<file path="src/rtl/ddr3_wr_port_arbiter.sv">
// Round-robin arbiter sharing one single-beat DDR3 Avalon-MM write port among
// NUM_PORTS requesters; the granted port's write passes through combinationally.
module ddr3_wr_port_arbiter #(
  parameter int NUM_PORTS  = 4,
  parameter int MAX_CONSEC = 8
) (
  input  logic                     ddr3_clk,
  input  logic                     ddr3clk_reset,
  input  logic [NUM_PORTS-1:0]     req_write,
  input  logic [NUM_PORTS*27-1:0]  req_address,
  input  logic [NUM_PORTS*256-1:0] req_writedata,
  input  logic [NUM_PORTS*32-1:0]  req_byteenable,
  output logic [NUM_PORTS-1:0]     req_waitrequest,
  output logic [26:0]              ddr3_write_address,
  output logic [255:0]             ddr3_write_data,
  output logic [31:0]              ddr3_byteenable,
  output logic                     ddr3_write,
  input  logic                     ddr3_waitrequest,
  output logic [NUM_PORTS-1:0]     grant_onehot,
  output logic                     write_accepted
);

  localparam int         IDX_W   = (NUM_PORTS > 1) ? $clog2(NUM_PORTS) : 1;
  localparam logic [7:0] MAX_CNT = 8'(MAX_CONSEC);

  typedef enum logic [0:0] {ST_IDLE = 1'b0, ST_GRANT = 1'b1} state_t;

  state_t           r_state, w_state_nxt;
  logic [IDX_W-1:0] r_gnt_idx, w_gnt_nxt;
  logic [IDX_W-1:0] r_last_idx, w_last_nxt;
  logic [7:0]       r_consec_cnt, w_cnt_nxt;
  logic [IDX_W-1:0] w_pick_idx;
  logic [IDX_W-1:0] w_cand_idx;
  int               w_cand;
  logic             w_granted, w_write, w_accept, w_any_req, w_other_req;
  logic [NUM_PORTS-1:0] w_gnt_onehot;

  logic [26:0]  w_addr_arr [NUM_PORTS];
  logic [255:0] w_data_arr [NUM_PORTS];
  logic [31:0]  w_be_arr   [NUM_PORTS];

  for (genvar p = 0; p < NUM_PORTS; p++) begin : g_unpack
    assign w_addr_arr[p] = req_address[27*p +: 27];
    assign w_data_arr[p] = req_writedata[256*p +: 256];
    assign w_be_arr[p]   = req_byteenable[32*p +: 32];
  end

  assign w_gnt_onehot = {{(NUM_PORTS-1){1'b0}}, 1'b1} << r_gnt_idx;
  assign w_any_req    = |req_write;
  assign w_other_req  = |(req_write & ~w_gnt_onehot);

  // Scan downward so the candidate closest after last_idx is the one that sticks.
  always_comb begin
    w_pick_idx = '0;
    w_cand     = 0;
    w_cand_idx = '0;
    for (int k = NUM_PORTS; k >= 1; k--) begin
      w_cand     = int'(r_last_idx) + k;
      w_cand     = (w_cand >= NUM_PORTS) ? (w_cand - NUM_PORTS) : w_cand;
      w_cand_idx = w_cand[IDX_W-1:0];
      w_pick_idx = req_write[w_cand_idx] ? w_cand_idx : w_pick_idx;
    end
  end

  // Port-facing and controller-facing outputs; reset forces the idle view.
  always_comb begin
    w_granted          = (r_state == ST_GRANT) && !ddr3clk_reset;
    ddr3_write_address = w_addr_arr[r_gnt_idx];
    ddr3_write_data    = w_data_arr[r_gnt_idx];
    ddr3_byteenable    = w_be_arr[r_gnt_idx];
    if (w_granted) begin
      w_write         = req_write[r_gnt_idx];
      grant_onehot    = w_gnt_onehot;
      req_waitrequest = ~w_gnt_onehot | (w_gnt_onehot & {NUM_PORTS{ddr3_waitrequest}});
    end else begin
      w_write         = 1'b0;
      grant_onehot    = '0;
      req_waitrequest = '1;
    end
    w_accept       = w_write && !ddr3_waitrequest;
    ddr3_write     = w_write;
    write_accepted = w_accept;
  end

  // Next-state: grant selection, forced rotation and release on idle grantee.
  always_comb begin
    w_state_nxt = r_state;
    w_gnt_nxt   = r_gnt_idx;
    w_last_nxt  = r_last_idx;
    w_cnt_nxt   = r_consec_cnt;
    case (r_state)
      ST_IDLE: begin
        if (w_any_req) begin
          w_gnt_nxt   = w_pick_idx;
          w_cnt_nxt   = 8'd0;
          w_state_nxt = ST_GRANT;
        end else begin
          w_state_nxt = ST_IDLE;
        end
      end
      ST_GRANT: begin
        if (w_accept) begin
          w_cnt_nxt = r_consec_cnt + 8'd1;
          if ((r_consec_cnt + 8'd1) == MAX_CNT) begin
            w_last_nxt  = r_gnt_idx;
            w_state_nxt = ST_IDLE;
          end else begin
            w_state_nxt = ST_GRANT;
          end
        end else if (!req_write[r_gnt_idx] && w_other_req) begin
          w_last_nxt  = r_gnt_idx;
          w_state_nxt = ST_IDLE;
        end else begin
          w_state_nxt = ST_GRANT;
        end
      end
      default: begin
        w_state_nxt = ST_IDLE;
      end
    endcase
  end

  // State registers; last_idx starts at the top port so port 0 wins first.
  always_ff @(posedge ddr3_clk) begin
    if (ddr3clk_reset) begin
      r_state      <= ST_IDLE;
      r_gnt_idx    <= '0;
      r_last_idx   <= IDX_W'(NUM_PORTS - 1);
      r_consec_cnt <= 8'd0;
    end else begin
      r_state      <= w_state_nxt;
      r_gnt_idx    <= w_gnt_nxt;
      r_last_idx   <= w_last_nxt;
      r_consec_cnt <= w_cnt_nxt;
    end
  end

endmodule

</file>
<file path="config.mk">
export PLATFORM = sky130hd
export DESIGN_NAME = ddr3_wr_port_arbiter
export DESIGN_NICKNAME = d
export VERILOG_FILES = /design/src/rtl/ddr3_wr_port_arbiter.sv
export SDC_FILE = /design/constraint.sdc
export NUM_CORES = 1
export LEC_CHECK = 0
export CELL_PAD_IN_SITES_DETAIL_PLACEMENT = 0
export CELL_PAD_IN_SITES_GLOBAL_PLACEMENT = 1
export CORE_AREA = 2 2 627 629
export DETAILED_ROUTE_END_ITERATION = 12
export DIE_AREA = 0 0 629 631
export PLACE_DENSITY_LB_ADDON = 0.25
export SLEW_MARGIN = 5
export SYNTH_ARGS = -nofsm -noshare
export SYNTH_HDL_FRONTEND = slang
export SYNTH_SLANG_ARGS = --single-unit
</file>
<file path="constraint.sdc">
create_clock -name ddr3_clk -period 2.12 [get_ports ddr3_clk]
set_input_delay 0.424 -clock ddr3_clk [delete_from_list [all_inputs] [get_ports ddr3_clk]]
set_output_delay 0.424 -clock ddr3_clk [all_outputs]
set_load 0.01 [all_outputs]
</file>
## Word level (Yosys, flattened, before mapping)

Index checks and enable logic that the tools add are counted.

| word-level totals | value |
|---|---|
| register bits after elaboration | 13 |
| bits in latches | 0 |
| memory bits (writable) | 0 |
| memory bits (read-only) | 0 |
| input bits | 1,267 |
| word-level logic and storage cells | 87 |
| memories kept | 0 |

| operators by class | value |
|---|---|
| add/subtract/negate cells | 9 |
| $mul | 0 |
| divide/modulo/power cells | 0 |
| magnitude comparators | 10 |
| equal/unequal tests | 4 |
| shift-type cells | 1 |
| multiplexer cells | 41 |
| bitwise gates (word level) | 6 |
| reductions and logical operators | 12 |

Operator list:

| kind | count |
|---|---|
| $bmux W256 S2 | 1 |
| $mux W256 | 2 |
| $bmux W32 S2 | 1 |
| $mux W32 | 2 |
| $bmux W27 S2 | 1 |
| $mux W27 | 2 |
| $mux W2 | 11 |
| $mux W8 | 2 |
| $pmux W8 S2 | 1 |
| $lt A2 B3 Y1 const B | 5 |
| $ge A3 B3 Y1 const B | 4 |
| $bmux W1 S2 | 5 |
| $mux W1 | 10 |
| $add A8 B1 Y8 const B | 1 |
| $and A4 B4 Y4 | 2 |
| $eq A8 B4 Y1 const B | 1 |
| $mux W4 | 2 |
| $reduce_or A4 Y1 | 2 |
| $sub A2 B1 Y2 const B | 4 |
| $add A2 B2 Y3 const B | 2 |
| $add A2 B3 Y4 const B | 1 |
| $ge A4 B3 Y1 const B | 1 |
| $ne A2 B2 Y1 const B | 2 |
| $not A4 Y4 | 1 |
| other kinds (12) | 17 |

## Longest topological paths before layout

Gate-level depths: netlist of the first run.

| depth | value |
|---|---|
| depth after elaboration | 9 |
| gate-level depth with buffers | 8 |
| depth with buffers taken out | 6 |

## Worst setup path before layout of the first run

OpenSTA, ideal clock, no wires.

| path | value |
|---|---|
| path kind | reg-to-output |
| from | reg r_gnt_idx[0] |
| to | out ddr3_write_data[147] |
| arrival | 1,589 ps |
| setup slack | 107 ps |
| stages on the path, launching flop included | 6 |
| path buffers | 4 |
| cell sequence | dfxtp_1 -> buf_2 -> buf_2 -> buf_2 -> buf_2 -> mux4_2 |

| on the way | value |
|---|---|
| longest elaborated chain between the ends | 4 |

RTL lines:

| item | line | source |
|---|---|---|
| from (decl) | 29 | `logic [IDX_W-1:0] r_gnt_idx, w_gnt_nxt;` |
| from (signal assigned) | 132 | `r_gnt_idx <= w_gnt_nxt;` |
| $not A2 Y3 (not written as such) | 69 | `ddr3_write_data = w_data_arr[r_gnt_idx];` |
| $bmux W256 S2 | 69 |  |
| $mux W256 (not written as such) (2 in a row) | 69 |  |
| to (decl) | 15 | `output logic [255:0] ddr3_write_data,` |

No other way between the ends. The select of a mux whose other input is x is not followed.

## Worst setup path in the final report of the first run

| path | value |
|---|---|
| from | reg r_gnt_idx[0] |
| to | out ddr3_write_data[94] |

The elaborated chain is that of the path after synthesis.

==> results of run 1 <==
## layer usage
metal	up-vias	GRT usage (%)	routed length, um
li1	6360	-	-
met1	8582	17.23	120500
met4	336	1.998	9531
met2	1744	27.29	154800
met5	-	0	2274
met3	830	11.01	51100
## kinds of logic after synthesis
group	count (synthesis)
simple gates	61
buf+inv	84
flops	13
fa+ha+maj	2
xor+xnor	1
compound gates	33
mux	320
## registers in the layout, summed over array words and instances, names as in the netlist
register / cells
r_gnt_idx: 2
r_state: 1
r_last_idx: 2
r_consec_cnt: 8
## where the power goes
part           internal [mW]  switching [mW]
registers              0.258          0.0316
logic                   6.94            5.73
clock network          0.256           0.134
total                   7.46            5.90
## repair_timing
| action | CTS | global route |
|---|---|---|
| resized for setup | 610 | 615 |
| buffers inserted | 64 | 122 |
| cloned | 4 | 7 |
| setup endpoints to repair | 334 | 336 |
| pin swaps | 0 | 6 |
## synthesized netlist by cell type
library cell,n,area share [%]
mux4_2,316,85
buf_2,52,3.1
nor2_1,15,0.67
clkbuf_1,14,0.63
dfxtp_1,13,3.1
buf_1,12,0.54
a21oi_1,11,0.66
nand2_1,11,0.49
o21ai_0,9,0.54
nor3_1,6,0.36
mux2i_1,4,0.48
nand3_1,4,0.24
a211oi_1,3,0.27
inv_1,3,0.13
nand2b_1,3,0.22
nand3b_1,3,0.27
nor3b_1,3,0.27
a31oi_1,2,0.15
ha_1,2,0.30
o311a_1,2,0.24
or2_2,2,0.15
or3_1,2,0.15
a2111oi_0,1,0.10
a31o_2,1,0.10
a31oi_2,1,0.15
and2_1,1,0.075
and3_1,1,0.075
and4_1,1,0.10
buf_6,1,0.13
clkbuf_2,1,0.060
inv_4,1,0.075
nand2_2,1,0.075
nand4_1,1,0.075
nand4bb_1,1,0.13
nor2_4,1,0.13
nor2b_1,1,0.075
nor3b_4,1,0.22
nor4_1,1,0.075
nor4b_1,1,0.10
o21a_1,1,0.090
o221ai_1,1,0.10
o22ai_1,1,0.075
or4_1,1,0.090
xnor2_1,1,0.10
## critical path, delay by kind of cell, from the launching register on
family,cells,cell delay [ns]
buf+inv,6,0.85
flops,1,0.44
mux,1,0.60
## through the flow
stage	utilization [%]	instance area [sq um]	hold WS [ns]
2_1_floorplan	-	8391	0.4782
3_3_place_gp	8.161	31890	0.5179
3_5_place_dp	8.161	31890	0.5116
4_1_cts	8.411	32870	0.5186
5_1_grt	8.983	35110	0.5333
6_report	9.048	35360	0.5147
## layout make-up
cell class / count / area, sq um
Multi-Input combinational cell: 417 / 7795
Timing Repair Buffer: 1892 / 20320
Tap cell: 5220 / 6531
Inverter: 4 / 17.52
Antenna cell: 139 / 347.8
Sequential cell: 13 / 267.8
Clock buffer: 4 / 78.83
Fill cell: 45360 / 355400
## worst paths after layout
| path | start | to | cells after the start |
|---|---|---|---|
| setup / recovery | r_gnt_idx[0] | ddr3_write_data[94] | 7 |
| hold / removal | r_consec_cnt[7] | r_consec_cnt[7] | 2 |
| hold reg to reg | r_consec_cnt[7] | r_consec_cnt[7] | 2 |
| setup reg to reg | r_gnt_idx[0] | r_last_idx[1] | 10 |
==> results.json, run 1 <==
{
  "status": "finished with violations",
  "violations": "negative setup slack",
  "slowest_delay_ns": 0.60,
  "grt_pass1_wl_mm": 376.1,
  "die_x_um": 629,
  "core_sq_mm": 0.3908,
  "synth_compound_area_share_pct": 2.475,
  "cts_buffers": 3,
  "rrSetupSlack_ns": -0.14,
  "final_net_count": 3600,
  "grt_overflow": 0,
  "dp.cells": 7364,
  "end_kind": "output pin",
  "setup_violations": 326,
  "fin_ws_ns": -0.4981,
  "ant_nets": 0,
  "worstHoldPathType": "flip-flop to flip-flop",
  "synthXorXnorAreaFrac_pct": 0.1044,
  "drive_gt1_share_pct": 40.47,
  "yosys_warnings": 0,
  "avgViaCountPerCell": 2.322,
  "grt_pass1_vias": 16320,
  "finClkSkew_ns": 0.001542,
  "critPathRequiredTime_ns": 1.70,
  "synth-simple-area-share_pct": 4.056,
  "syn_to_final_growth_pct": 321.4,
  "vias": 17850,
  "cts_tree": "yes",
  "clock_latency_ns": 0.25,
  "crit_slowest_cell": "mux4_2",
  "rows": 230,
  "seq_area_frac_synth_pct": 3.102,
  "worst_pin_slew_ns": 0.7809,
  "portBuffers": 1591,
  "synth.area.mux_share_pct": 85.30,
  "dieArea_sq_mm": 0.3969,
  "stdcell_count": 7689,
  "hold_viol": 0,
  "setup_tns_ns": -101.66,
  "cts_hold_buf": 0,
  "fmax_mhz": 382.0,
  "path_clk_slew_ns": 0.05,
  "crit_chain": "buf_12 > buf_16 > buf_12 > buf_12 > buf_6 > mux4_2 > buf_6",
  "final_common_cell": "clkdlybuf4s50_1",
  "hpwlAfterDp_mm": 322.0,
  "worstPathMaxFanout": 5,
  "synth_fa_ha_area_share_pct": 0.2982,
  "routed_wl_mm": 338.2,
  "wl_per_cell_um": 43.98,
  "clk_path_buf_depth": 2,
  "start_util_pct": 2.147,
  "mappedNetlistNets": 1783,
  "synth_area_sq_mm": 0.008391,
  "grt_use_total_pct": 16.27,
  "drtIter0Drc": 1296,
  "rsz0062_at_grt": "yes",
  "p_per_area_mw_per_mm2": 377.6,
  "drc": 0,
  "maxCapViolCount": 0,
  "synth_top_family_by_area": "multiplexers",
  "num_io_pins": 1592,
  "ir_drop_mv": 0.1889,
  "post-route-period-util_pct": 123.5,
  "min_period_ns": 2.618,
  "worstSetupPathType": "flip-flop to output pin",
  "worstPathArrival_ns": 2.19,
  "grt_max_degree": 43,
  "cts-root-buf": "clkbuf_16",
  "synth_seq_cells": 13,
  "die-height_um": 631,
  "most-common-layout-cells": "1259 x clkdlybuf4s50_1, 316 x mux4_2, 290 x buf_6",
  "dpl_worst_slack_ns": -0.9158,
  "power.leakage_nw": 11.25,
  "ys_types": 44,
  "numClockSinks": 13,
  "postSynthAreaPerCell_sq_um": 16.32,
  "drt_pre_antenna_iters": 5,
  "grt_antenna_before_repair": 541,
  "syn_inst": 514,
  "cp_common_cell": "buf_12",
  "relSlewSlack_pct": 47.94,
  "slew_violations": 0,
  "start_kind": "flip-flop",
  "htree_levels": 1,
  "total_power_mw": 13.35,
  "place_congestion": 0.9595
}
Power figures use the tool's default switching activity.
==> run 2: changes to the inputs <==
--- a/config.mk
+++ b/config.mk
@@ -8,6 +8,7 @@
 export CELL_PAD_IN_SITES_DETAIL_PLACEMENT = 0
 export CELL_PAD_IN_SITES_GLOBAL_PLACEMENT = 1
 export CORE_AREA = 2 2 627 629
+export CTS_BUF_LIST = sky130_fd_sc_hd__clkbuf_4 sky130_fd_sc_hd__clkbuf_8 sky130_fd_sc_hd__clkbuf_16
 export DETAILED_ROUTE_END_ITERATION = 12
 export DIE_AREA = 0 0 629 631
 export PLACE_DENSITY_LB_ADDON = 0.25
==> results.json, run 2 (synthesis gave the netlist of run 1 again) <==
{
  "busiest_layer": "met2",
  "cts_buffers": 3,
  "grt_pass1_vias": 16320,
  "clk_path_buf_depth": 2,
  "nFillCells": 45360,
  "end_kind": "output pin",
  "place_congestion": 0.9595,
  "setup_violations": 326,
  "hold_viol": 0,
  "fmax_mhz": 381.9,
  "crit_family": "buffers and inverters",
  "worstReg2RegStart": "r_gnt_idx[0]",
  "grt_antenna_before_repair": 541,
  "status": "finished with violations",
  "clock_latency_ns": 0.25,
  "final_net_count": 3600,
  "numClockSinks": 13,
  "path_clk_slew_ns": 0.05,
  "p_per_area_mw_per_mm2": 378.0,
  "worst_pin_slew_ns": 0.7809,
  "grt_max_degree": 43,
  "cp_common_cell": "buf_12",
  "critPathBufInv": 6,
  "slowest_delay_ns": 0.60,
  "ant_nets": 0,
  "hp-start": "r_consec_cnt[7]",
  "avgViaCountPerCell": 2.322,
  "largest_register_ffs": 8,
  "gr-usage-met3_pct": 11.01,
  "drc": 0,
  "violations": "negative setup slack",
  "htree_levels": 1,
  "die_x_um": 629,
  "final_common_cell": "clkdlybuf4s50_1",
  "stdcell_count": 7689,
  "grtUsageMet1_pct": 17.23,
  "num_io_pins": 1592,
  "met2_usage_pct": 27.29,
  "hpwlAfterDp_mm": 322.0,
  "grt_use_total_pct": 16.27,
  "routed_wl_mm": 338.2,
  "drive_gt1_share_pct": 40.52,
  "maxCapViolCount": 0,
  "crit_slowest_cell": "mux4_2",
  "power.leakage_nw": 11.25,
  "finClkSkew_ns": 0.001477,
  "reg.largest.list": "r_consec_cnt: 8 flops, r_gnt_idx: 2 flops, r_last_idx: 2 flops",
  "min_period_ns": 2.618,
  "critPathRequiredTime_ns": 1.70,
  "fin_ws_ns": -0.4982,
  "most-common-layout-cells": "1259 x clkdlybuf4s50_1, 316 x mux4_2, 290 x buf_6",
  "die-height_um": 631,
  "multiInputGateArea_sq_mm": 0.007795,
  "worstPathMaxFanout": 5,
  "critPathLaunch": "r_gnt_idx[0]",
  "vias": 17850,
  "place_area_sq_mm": 0.03189,
  "rows": 230,
  "slew_violations": 0,
  "dp.cells": 7364,
  "total_power_mw": 13.37,
  "worstPathArrival_ns": 2.19,
  "wl_per_cell_um": 43.98,
  "grt_overflow": 0,
  "start_kind": "flip-flop",
  "ff_latch_area_sq_um": 267.8,
  "top_register": "r_consec_cnt",
  "ir_drop_mv": 0.1894,
  "dieArea_sq_mm": 0.3969,
  "cts-root-buf": "clkbuf_16",
  "worstSetupPathType": "flip-flop to output pin",
  "drtIter0Drc": 1296,
  "rsz0062_at_grt": "yes",
  "worstHoldPathType": "flip-flop to flip-flop",
  "post-route-period-util_pct": 123.5,
  "portBuffers": 1591,
  "crit_chain": "buf_12 > buf_16 > buf_12 > buf_12 > buf_6 > mux4_2 > buf_6",
  "grt_pass1_wl_mm": 376.1,
  "cts_tree": "yes",
  "drt_pre_antenna_iters": 5,
  "syn_to_final_growth_pct": 321.5,
  "relSlewSlack_pct": 47.94,
  "start_util_pct": 2.147,
  "cts_hold_buf": 0,
  "core_sq_mm": 0.3908,
  "design_area_sq_mm": 0.03537
}
run 2: changes by cell type in the layout (fill, tap and decap cells not counted):
cell      before  now
clkbuf_4       0    1
clkbuf_1       1    0
run 2: worst min-delay path, stage by stage, from the launching register on:
cell and delay [ns]:
dfxtp_1 0.33, o21ai_1 0.08, a21oi_1 0.06
run 2: layer usage:
metal,vias up,share of wire (%)
met5,-,0.67
met4,336,2.8
met3,830,15
met2,1744,46
met1,8582,36
li1,6360,-
run 2: path summary, 6_finish.rpt:
path | endpoint | slack (ns) | cells after the start
max | ddr3_write_data[94] | -0.50 | 7
max reg2reg | r_last_idx[1] | -0.14 | 10
min | r_consec_cnt[7] | 0.51 | 2
min reg2reg | r_consec_cnt[7] | 0.51 | 2
run 2: power breakdown:
| group | switching [mW] | internal [mW] |
|---|---|---|
| clock network | 0.134 | 0.268 |
| registers | 0.0316 | 0.258 |
| logic | 5.73 | 6.94 |
| total | 5.90 | 7.47 |
run 2: layout make-up:
type / count / area share (%)
well taps: 5220 / 18.47
flip-flops and latches: 13 / 0.7571
clock buffers: 4 / 0.2335
multi-input cells: 417 / 22.04
inverters: 4 / 0.04953
diodes: 139 / 0.9835
repair buffers: 1892 / 57.47
run 2: timing repair:
item	in CTS	in global routing
resized for setup	610	615
hold endpoints to repair	0	0
cloned	4	7
setup buffers	64	122
pin swaps	0	6
setup endpoints to repair	334	336
run 2: through the flow:
stage / setup TNS (ns) / hold slack (ns) / util [%] / worst slack, ns
finish: -101.68 / 0.5147 / 9.049 / -0.4982
global route: -120.19 / 0.5333 / 8.984 / -0.5352
CTS: -124.67 / 0.5186 / 8.412 / -0.5838
detailed placement: -91.36 / 0.5116 / 8.161 / -0.9158
global placement: -92.37 / 0.5179 / 8.161 / -0.9610
floorplan: 0 / 0.4782 / - / 0.1071
